==> src/rtl/cdb_arbiter_if.sv <==
// cdb_arbiter_if: result-source handshake and CDB broadcast bundle for cdb_arbiter
interface cdb_arbiter_if #(
    parameter int NUM_SRC   = 3,
    parameter int ROB_IDX_W = 6,
    parameter int PREG_W    = 6,
    parameter int DATA_W    = 32
);
    localparam int SW = $clog2(NUM_SRC);
    logic [NUM_SRC-1:0]           src_valid;
    logic [NUM_SRC-1:0]           src_ready;
    logic [NUM_SRC*ROB_IDX_W-1:0] src_rob_idx;
    logic [NUM_SRC*PREG_W-1:0]    src_phys_rd;
    logic [NUM_SRC*DATA_W-1:0]    src_value;
    logic                         cdb_valid;
    logic [ROB_IDX_W-1:0]         cdb_rob_idx;
    logic [PREG_W-1:0]            cdb_phys_rd;
    logic [DATA_W-1:0]            cdb_value;
    logic [SW-1:0]                cdb_src;
    modport master (
        output src_valid, src_rob_idx, src_phys_rd, src_value,
        input  src_ready, cdb_valid, cdb_rob_idx, cdb_phys_rd, cdb_value, cdb_src
    );
    modport slave (
        input  src_valid, src_rob_idx, src_phys_rd, src_value,
        output src_ready, cdb_valid, cdb_rob_idx, cdb_phys_rd, cdb_value, cdb_src
    );
endinterface

==> src/rtl/cdb_arbiter.sv <==
// cdb_arbiter: per-source result FIFOs with round-robin grant onto a single CDB.
// Define CDB_OUT_REG_EN to register all CDB outputs (one extra cycle of latency).
module cdb_arbiter #(
    parameter int NUM_SRC    = 3,
    parameter int ROB_IDX_W  = 6,
    parameter int PREG_W     = 6,
    parameter int DATA_W     = 32,
    parameter int FIFO_DEPTH = 2
) (
    input logic         clk,
    input logic         reset_n,
    input logic         flush,
    cdb_arbiter_if.slave bus
);
    localparam int SW = $clog2(NUM_SRC);
    localparam int PW = $clog2(FIFO_DEPTH);
    localparam int EW = ROB_IDX_W + PREG_W + DATA_W;
    localparam logic [PW:0] FULL = (PW+1)'(FIFO_DEPTH);

    logic [EW-1:0]      head [NUM_SRC];
    logic [NUM_SRC-1:0] nonempty;
    logic [NUM_SRC-1:0] pop;
    logic [SW-1:0]      rr_ptr, grant, cand;
    logic               any;
    logic [EW-1:0]      payload;

    for (genvar i = 0; i < NUM_SRC; i++) begin : g_fifo
        logic [EW-1:0] mem [FIFO_DEPTH];
        logic [PW-1:0] wp, rp;
        logic [PW:0]   cnt;
        logic          push;
        // ready comes from the registered count only, so a full FIFO refuses even while popping
        assign bus.src_ready[i] = cnt != FULL;
        assign push = bus.src_valid[i] & bus.src_ready[i] & ~flush;
        assign nonempty[i] = cnt != '0;
        assign head[i] = mem[rp];
        always_ff @(posedge clk)
            if (push)
                mem[wp] <= {bus.src_rob_idx[i*ROB_IDX_W +: ROB_IDX_W],
                            bus.src_phys_rd[i*PREG_W +: PREG_W],
                            bus.src_value[i*DATA_W +: DATA_W]};
        always_ff @(posedge clk or negedge reset_n)
            if (!reset_n) begin
                wp  <= '0;
                rp  <= '0;
                cnt <= '0;
            end else if (flush) begin
                wp  <= '0;
                rp  <= '0;
                cnt <= '0;
            end else begin
                if (push) wp <= wp + 1'b1;
                if (pop[i]) rp <= rp + 1'b1;
                cnt <= cnt + {{PW{1'b0}}, push} - {{PW{1'b0}}, pop[i]};
            end
    end

    always_comb begin
        any   = 1'b0;
        grant = '0;
        cand  = '0;
        for (int k = 0; k < NUM_SRC; k++) begin
            cand = SW'((int'(rr_ptr) + k) % NUM_SRC);
            if (!any && nonempty[cand]) begin
                any   = 1'b1;
                grant = cand;
            end
        end
        pop = any ? {{(NUM_SRC-1){1'b0}}, 1'b1} << grant : '0;
    end

    always_ff @(posedge clk or negedge reset_n)
        if (!reset_n) rr_ptr <= '0;
        else if (flush) rr_ptr <= '0;
        else if (any) rr_ptr <= (grant == SW'(NUM_SRC - 1)) ? '0 : grant + 1'b1;

    assign payload = any ? head[grant] : '0;

`ifdef CDB_OUT_REG_EN
    always_ff @(posedge clk or negedge reset_n)
        if (!reset_n) begin
            bus.cdb_valid <= 1'b0;
            {bus.cdb_rob_idx, bus.cdb_phys_rd, bus.cdb_value} <= '0;
            bus.cdb_src <= '0;
        end else if (flush) begin
            bus.cdb_valid <= 1'b0;
            {bus.cdb_rob_idx, bus.cdb_phys_rd, bus.cdb_value} <= '0;
            bus.cdb_src <= '0;
        end else begin
            bus.cdb_valid <= any;
            {bus.cdb_rob_idx, bus.cdb_phys_rd, bus.cdb_value} <= payload;
            bus.cdb_src <= grant;
        end
`else
    assign bus.cdb_valid = any;
    assign {bus.cdb_rob_idx, bus.cdb_phys_rd, bus.cdb_value} = payload;
    assign bus.cdb_src = grant;
`endif
endmodule

==> src/flat_wrapper.sv <==
// flat-port wrapper written by rule: the top's interface ports become plain ports
module cdb_arbiter_flat 
#(
    parameter int NUM_SRC    = 3,
    parameter int ROB_IDX_W  = 6,
    parameter int PREG_W     = 6,
    parameter int DATA_W     = 32,
    parameter int FIFO_DEPTH = 2
)
  (clk, reset_n, flush, bus_src_valid, bus_src_rob_idx, bus_src_phys_rd, bus_src_value, bus_src_ready, bus_cdb_valid, bus_cdb_rob_idx, bus_cdb_phys_rd, bus_cdb_value, bus_cdb_src);
  cdb_arbiter_if #(.NUM_SRC(NUM_SRC), .ROB_IDX_W(ROB_IDX_W), .PREG_W(PREG_W), .DATA_W(DATA_W)) bus_i ();
  input logic clk;
  input logic reset_n;
  input logic flush;
  input wire logic [$bits(bus_i.src_valid)-1:0] bus_src_valid;
  input wire logic [$bits(bus_i.src_rob_idx)-1:0] bus_src_rob_idx;
  input wire logic [$bits(bus_i.src_phys_rd)-1:0] bus_src_phys_rd;
  input wire logic [$bits(bus_i.src_value)-1:0] bus_src_value;
  output wire logic [$bits(bus_i.src_ready)-1:0] bus_src_ready;
  output wire logic [$bits(bus_i.cdb_valid)-1:0] bus_cdb_valid;
  output wire logic [$bits(bus_i.cdb_rob_idx)-1:0] bus_cdb_rob_idx;
  output wire logic [$bits(bus_i.cdb_phys_rd)-1:0] bus_cdb_phys_rd;
  output wire logic [$bits(bus_i.cdb_value)-1:0] bus_cdb_value;
  output wire logic [$bits(bus_i.cdb_src)-1:0] bus_cdb_src;
  assign bus_i.src_valid = bus_src_valid;
  assign bus_i.src_rob_idx = bus_src_rob_idx;
  assign bus_i.src_phys_rd = bus_src_phys_rd;
  assign bus_i.src_value = bus_src_value;
  assign bus_src_ready = bus_i.src_ready;
  assign bus_cdb_valid = bus_i.cdb_valid;
  assign bus_cdb_rob_idx = bus_i.cdb_rob_idx;
  assign bus_cdb_phys_rd = bus_i.cdb_phys_rd;
  assign bus_cdb_value = bus_i.cdb_value;
  assign bus_cdb_src = bus_i.cdb_src;
  cdb_arbiter #(.NUM_SRC(NUM_SRC), .ROB_IDX_W(ROB_IDX_W), .PREG_W(PREG_W), .DATA_W(DATA_W), .FIFO_DEPTH(FIFO_DEPTH)) u_core (.clk(clk), .reset_n(reset_n), .flush(flush), .bus(bus_i));
endmodule
==> config.mk <==
export PLATFORM = sky130hd
export DESIGN_NAME = cdb_arbiter_flat
export DESIGN_NICKNAME = d
export VERILOG_FILES = /design/src/rtl/cdb_arbiter_if.sv /design/src/rtl/cdb_arbiter.sv /design/src/flat_wrapper.sv
export SDC_FILE = /design/constraint.sdc
export NUM_CORES = 1
export LEC_CHECK = 0
export CELL_PAD_IN_SITES_DETAIL_PLACEMENT = 1
export CELL_PAD_IN_SITES_GLOBAL_PLACEMENT = 2
export CORE_MARGIN = 2
export CORE_UTILIZATION = 35
export DETAILED_ROUTE_END_ITERATION = 7
export PLACE_DENSITY = 0.79
export SLEW_MARGIN = 10
export SYNTH_ARGS = -nofsm -noshare
export SYNTH_HDL_FRONTEND = slang
export SYNTH_SLANG_ARGS = --single-unit
==> constraint.sdc <==
create_clock -name clk -period 4.1 [get_ports clk]
set_input_delay 0.41 -clock clk [delete_from_list [all_inputs] [get_ports clk]]
set_output_delay 0.41 -clock clk [all_outputs]
set_load 0.02 [all_outputs]
==> flow_metrics.py <==
metrics = {
    "clock_tree": {
        "cts.root.buffer_cell": "sky130_fd_sc_hd__clkbuf_16",
        "cts_hold_buf": 0,
        "htree_levels": 1,
        "cts_num_sinks": 278,
        "worst_setup_hold_path_clk_slew_ns": 0.06,
        "clock_tree.buffer_depth": 3,
        "tritoncts_buffers": 31,
        "cts_tree": "done",
        "clock_insertion_delay_worst_skew_ns": 0.55,
    },
    "final_layout": {
        "multi_input_area_mm2": 0.00293,
        "layout-drive-gt1-share": 0.151,
        "antenna-diode-count": 0,
        "num-fill-cells": 3166,
        "num-nets-final": 1004,
        "layout.cell_area.non_filler_mm2": 0.0149,
        "layout.core_utilization": 0.461,
        "area_growth_pct": 30.5,
        "layout.area.seq_mm2": 0.00829,
        "layout_common_cells": "sky130_fd_sc_hd__edfxtp_1, sky130_fd_sc_hd__clkdlybuf4s50_1, sky130_fd_sc_hd__mux2i_1",
        "leading_cell_type_in_the_layout_fill_and_taps_excluded": "sky130_fd_sc_hd__edfxtp_1",
    },
    "critical_path": {
        "worst-endpoint-required_ns": 3.69,
        "cp-start-kind": "flip-flop",
        "worst-endpoint-arrival_ns": 3.54,
        "worstPathCellList": "inv_1 -> ha_4 -> o21ai_0 -> a21oi_1 -> or3_4 -> buf_12 -> o211ai_1 -> a222oi_1 -> clkdlybuf4s50_1",
        "worstSetupEndpointType": "primary output",
        "timing_worst_setup_path_type": "flip-flop to primary output",
        "timing.reg2reg.worst_path_depth": 12,
        "timing.critical_path.slowest_cell_delay_ns": 0.68,
        "worst_path_max_delay_cell": "sky130_fd_sc_hd__clkdlybuf4s50_1",
        "worstPathMaxFanout": 24,
    },
    "yosys": {
        "main_flop_type_after_synthesis": "sky130_fd_sc_hd__edfxtp_1",
        "synth_edf_count": 264,
        "synth.yosys.seq_area_share": 0.724,
        "synthCells": 659,
        "ys_types": 46,
        "mappedNetlistNets": 806,
        "async_flop_share": 0.0504,
        "post_synth.cell_area_avg_um2": 17.3,
        "mappedNetlistArea_mm2": 0.0114,
        "warnings_from_yosys": 0,
        "yosys_register_bits": 278,
    },
    "placement": {
        "dp_hpwl_um": 20700,
        "post_dp_cell_area_mm2": 0.0139,
        "place.port_buffers": 187,
        "place_ws_ns": 0.178,
        "routability_cong": 0.779,
    },
    "routing": {
        "postRouteAntennaNets": 0,
        "drtIter0Drc": 678,
        "wire_per_inst_um": 23.4,
        "totalWireLength_um": 30900,
        "dr_total_vias": 6864,
        "firstDrtPassIters": 7,
        "post-route-drc-count": 0,
        "drt-vias-per-instance": 5.19,
    },
    "grt": {
        "grt_overflow_total": 0,
        "grt_start_max_net_pins": 47,
        "grt_antenna_before_repair": 0,
        "grt_pass1_wl_um": 46000,
        "via_count_of_the_first_global_routing_pass": 7490,
        "gr-usage-all-layers": 0.181,
    },
    "floorplanning": {
        "std_cell_rows": 66,
        "floorplan.die_area_mm2": 0.0341,
        "overall_die_height_um": 185,
        "floorplan.initialDensity": 0.353,
        "fp.dieW_um": 185,
        "floorplan.core_area_mm2": 0.0324,
        "floorplan.io_pins": 188,
    },
    "sta": {
        "slew_headroom": 0.381,
        "finalSetupViolCount": 0,
        "maxSlewViolCount": 0,
        "tightestPinTransition_ns": 0.929,
        "finalClockSkew_ns": 0.0131,
        "fin_crit_ns": 3.95,
        "fin_crit_sh": 0.963,
        "report.final.hold_viol_count": 0,
        "setup_ws_ns": 0.150,
        "timing.fmax_mhz": 253,
    },
    "run": {
        "timing.max_cap.violations": 0,
    },
    "pwr": {
        "power.ir.vdd_worst_mv": 0.391,
        "power.density_mw_per_mm2": 806,
        "power.leakage_uw": 0.00516,
    },
    "hold_path": {
        "min_path_type": "input port to async pin",
    },
    "status": {
        "outcome": "completed",
    },
}
## area by class of cell
| type | instances | share of cell area |
|---|---|---|
| clock buffer | 43 | 0.0550 |
| multi-input combinational | 323 | 0.197 |
| inverter | 10 | 0.00252 |
| timing repair buffer | 213 | 0.149 |
| tap | 442 | 0.0371 |
| sequential | 278 | 0.556 |
| clock inverter | 13 | 0.00436 |
## kinds of logic (layout without fill, tap and decap cells)
family,after synthesis,count (layout),share of synthesized area
fa+ha+maj,10,10,0.0108
compound gates,124,125,0.0889
flops,278,278,0.724
mux,133,133,0.121
simple gates,44,44,0.0190
buf+inv,59,279,0.0271
xor+xnor,11,11,0.00843
## cell usage after synthesis, types with 2 or more instances
master,instances,share of area
sky130_fd_sc_hd__inv_1,9,0.0030
sky130_fd_sc_hd__xor2_1,6,0.0046
sky130_fd_sc_hd__a222oi_1,44,0.039
sky130_fd_sc_hd__nor2b_1,4,0.0022
sky130_fd_sc_hd__nor3_1,4,0.0018
sky130_fd_sc_hd__nor2_1,17,0.0056
sky130_fd_sc_hd__nand2_1,8,0.0026
sky130_fd_sc_hd__o211a_1,2,0.0018
sky130_fd_sc_hd__and2_1,3,0.0016
sky130_fd_sc_hd__o211ai_1,44,0.029
sky130_fd_sc_hd__mux2i_1,88,0.077
sky130_fd_sc_hd__edfxtp_1,264,0.69
sky130_fd_sc_hd__mux2_2,44,0.043
sky130_fd_sc_hd__clkbuf_1,16,0.0053
sky130_fd_sc_hd__a21oi_1,9,0.0039
sky130_fd_sc_hd__o21bai_1,2,0.0013
sky130_fd_sc_hd__ha_1,9,0.0099
sky130_fd_sc_hd__o21ai_1,2,0.00088
sky130_fd_sc_hd__o21a_1,2,0.0013
sky130_fd_sc_hd__a31oi_1,4,0.0022
sky130_fd_sc_hd__o21ai_0,6,0.0026
sky130_fd_sc_hd__buf_6,5,0.0049
sky130_fd_sc_hd__dfrtp_1,14,0.031
sky130_fd_sc_hd__buf_2,20,0.0088
sky130_fd_sc_hd__xnor2_1,5,0.0038
sky130_fd_sc_hd__or2_1,2,0.0011
sky130_fd_sc_hd__buf_4,7,0.0046
## where the power goes
| part | internal [uW] | leakage [uW] | switching [uW] | total, uW |
|---|---|---|---|---|
| Clock | 1390 | 0.000424 | 1060 | 2440 |
| Sequential | 3380 | 0.00260 | 313 | 3690 |
| Combinational | 2580 | 0.00214 | 3300 | 5880 |
| Total | 7350 | 0.00516 | 4670 | 12000 |
## what timing repair did
| action | in CTS | in global routing |
|---|---|---|
| gates resized for setup | 7 | 32 |
| setup buffers | 2 | 0 |
| setup endpoints to repair | 44 | 38 |
| pin swaps | 3 | 0 |
| cloned | 1 | 0 |
## per-stage QoR
| stage | hold WS (ns) | cells | power [uW] | TNS [ns] |
|---|---|---|---|---|
| after floorplan | 0.114 | 659 | 7110 | 0 |
| after global placement | 0.580 | 1263 | 9550 | 0 |
| after detailed placement | 0.613 | 1263 | 9620 | 0 |
| after CTS | 0.298 | 1322 | 12200 | 0 |
| after global routing | 0.323 | 1322 | 12600 | -0.00408 |
| final | 0.291 | 1322 | 12000 | 0 |
## critical path, delay by kind of cell, from the launching register on
| family | cells | cell delay [ns] |
|---|---|---|
| AOI/OAI and AO/OA | 4 | 1.03 |
| adders and majority gates | 1 | 0.28 |
| buffers and inverters | 3 | 1.00 |
| DFF | 1 | 0.39 |
| and+or+nand+nor | 1 | 0.28 |
## worst paths after layout
check | start | endpoint | slack, ns
worst max-delay path | u_core.rr_ptr[0] | bus_cdb_phys_rd[4] | 0.15
worst min-delay path | reset_n | u_core.g_fifo[0].cnt[1] | 0.29
worst max register to register | u_core.rr_ptr[0] | u_core.g_fifo[1].cnt[1] | 1.11
worst min register to register | u_core.g_fifo[2].wp | u_core.g_fifo[2].wp | 0.63
max in group asynchronous | reset_n | u_core.g_fifo[1].rp | 3.28
min in group clk | bus_src_rob_idx[3] | u_core.g_fifo[0].mem[1][41] | 0.44
## per-layer routing
metal | track usage | share of wire | up-vias
met5 | 0 | 0 | -
met4 | 0.0489 | 0.020 | 0
met3 | 0.0263 | 0.047 | 44
met2 | 0.306 | 0.50 | 232
met1 | 0.243 | 0.43 | 3495
li1 | - | - | 3093
## sequential cells by signal, indices dropped and copies added, names as in the netlist
signal and count:
u_core.g_fifo.mem 264, u_core.rr_ptr 2, u_core.g_fifo.cnt 6, u_core.g_fifo.wp 3, u_core.g_fifo.rp 3
No activity file was read; power rests on OpenSTA's default activity.
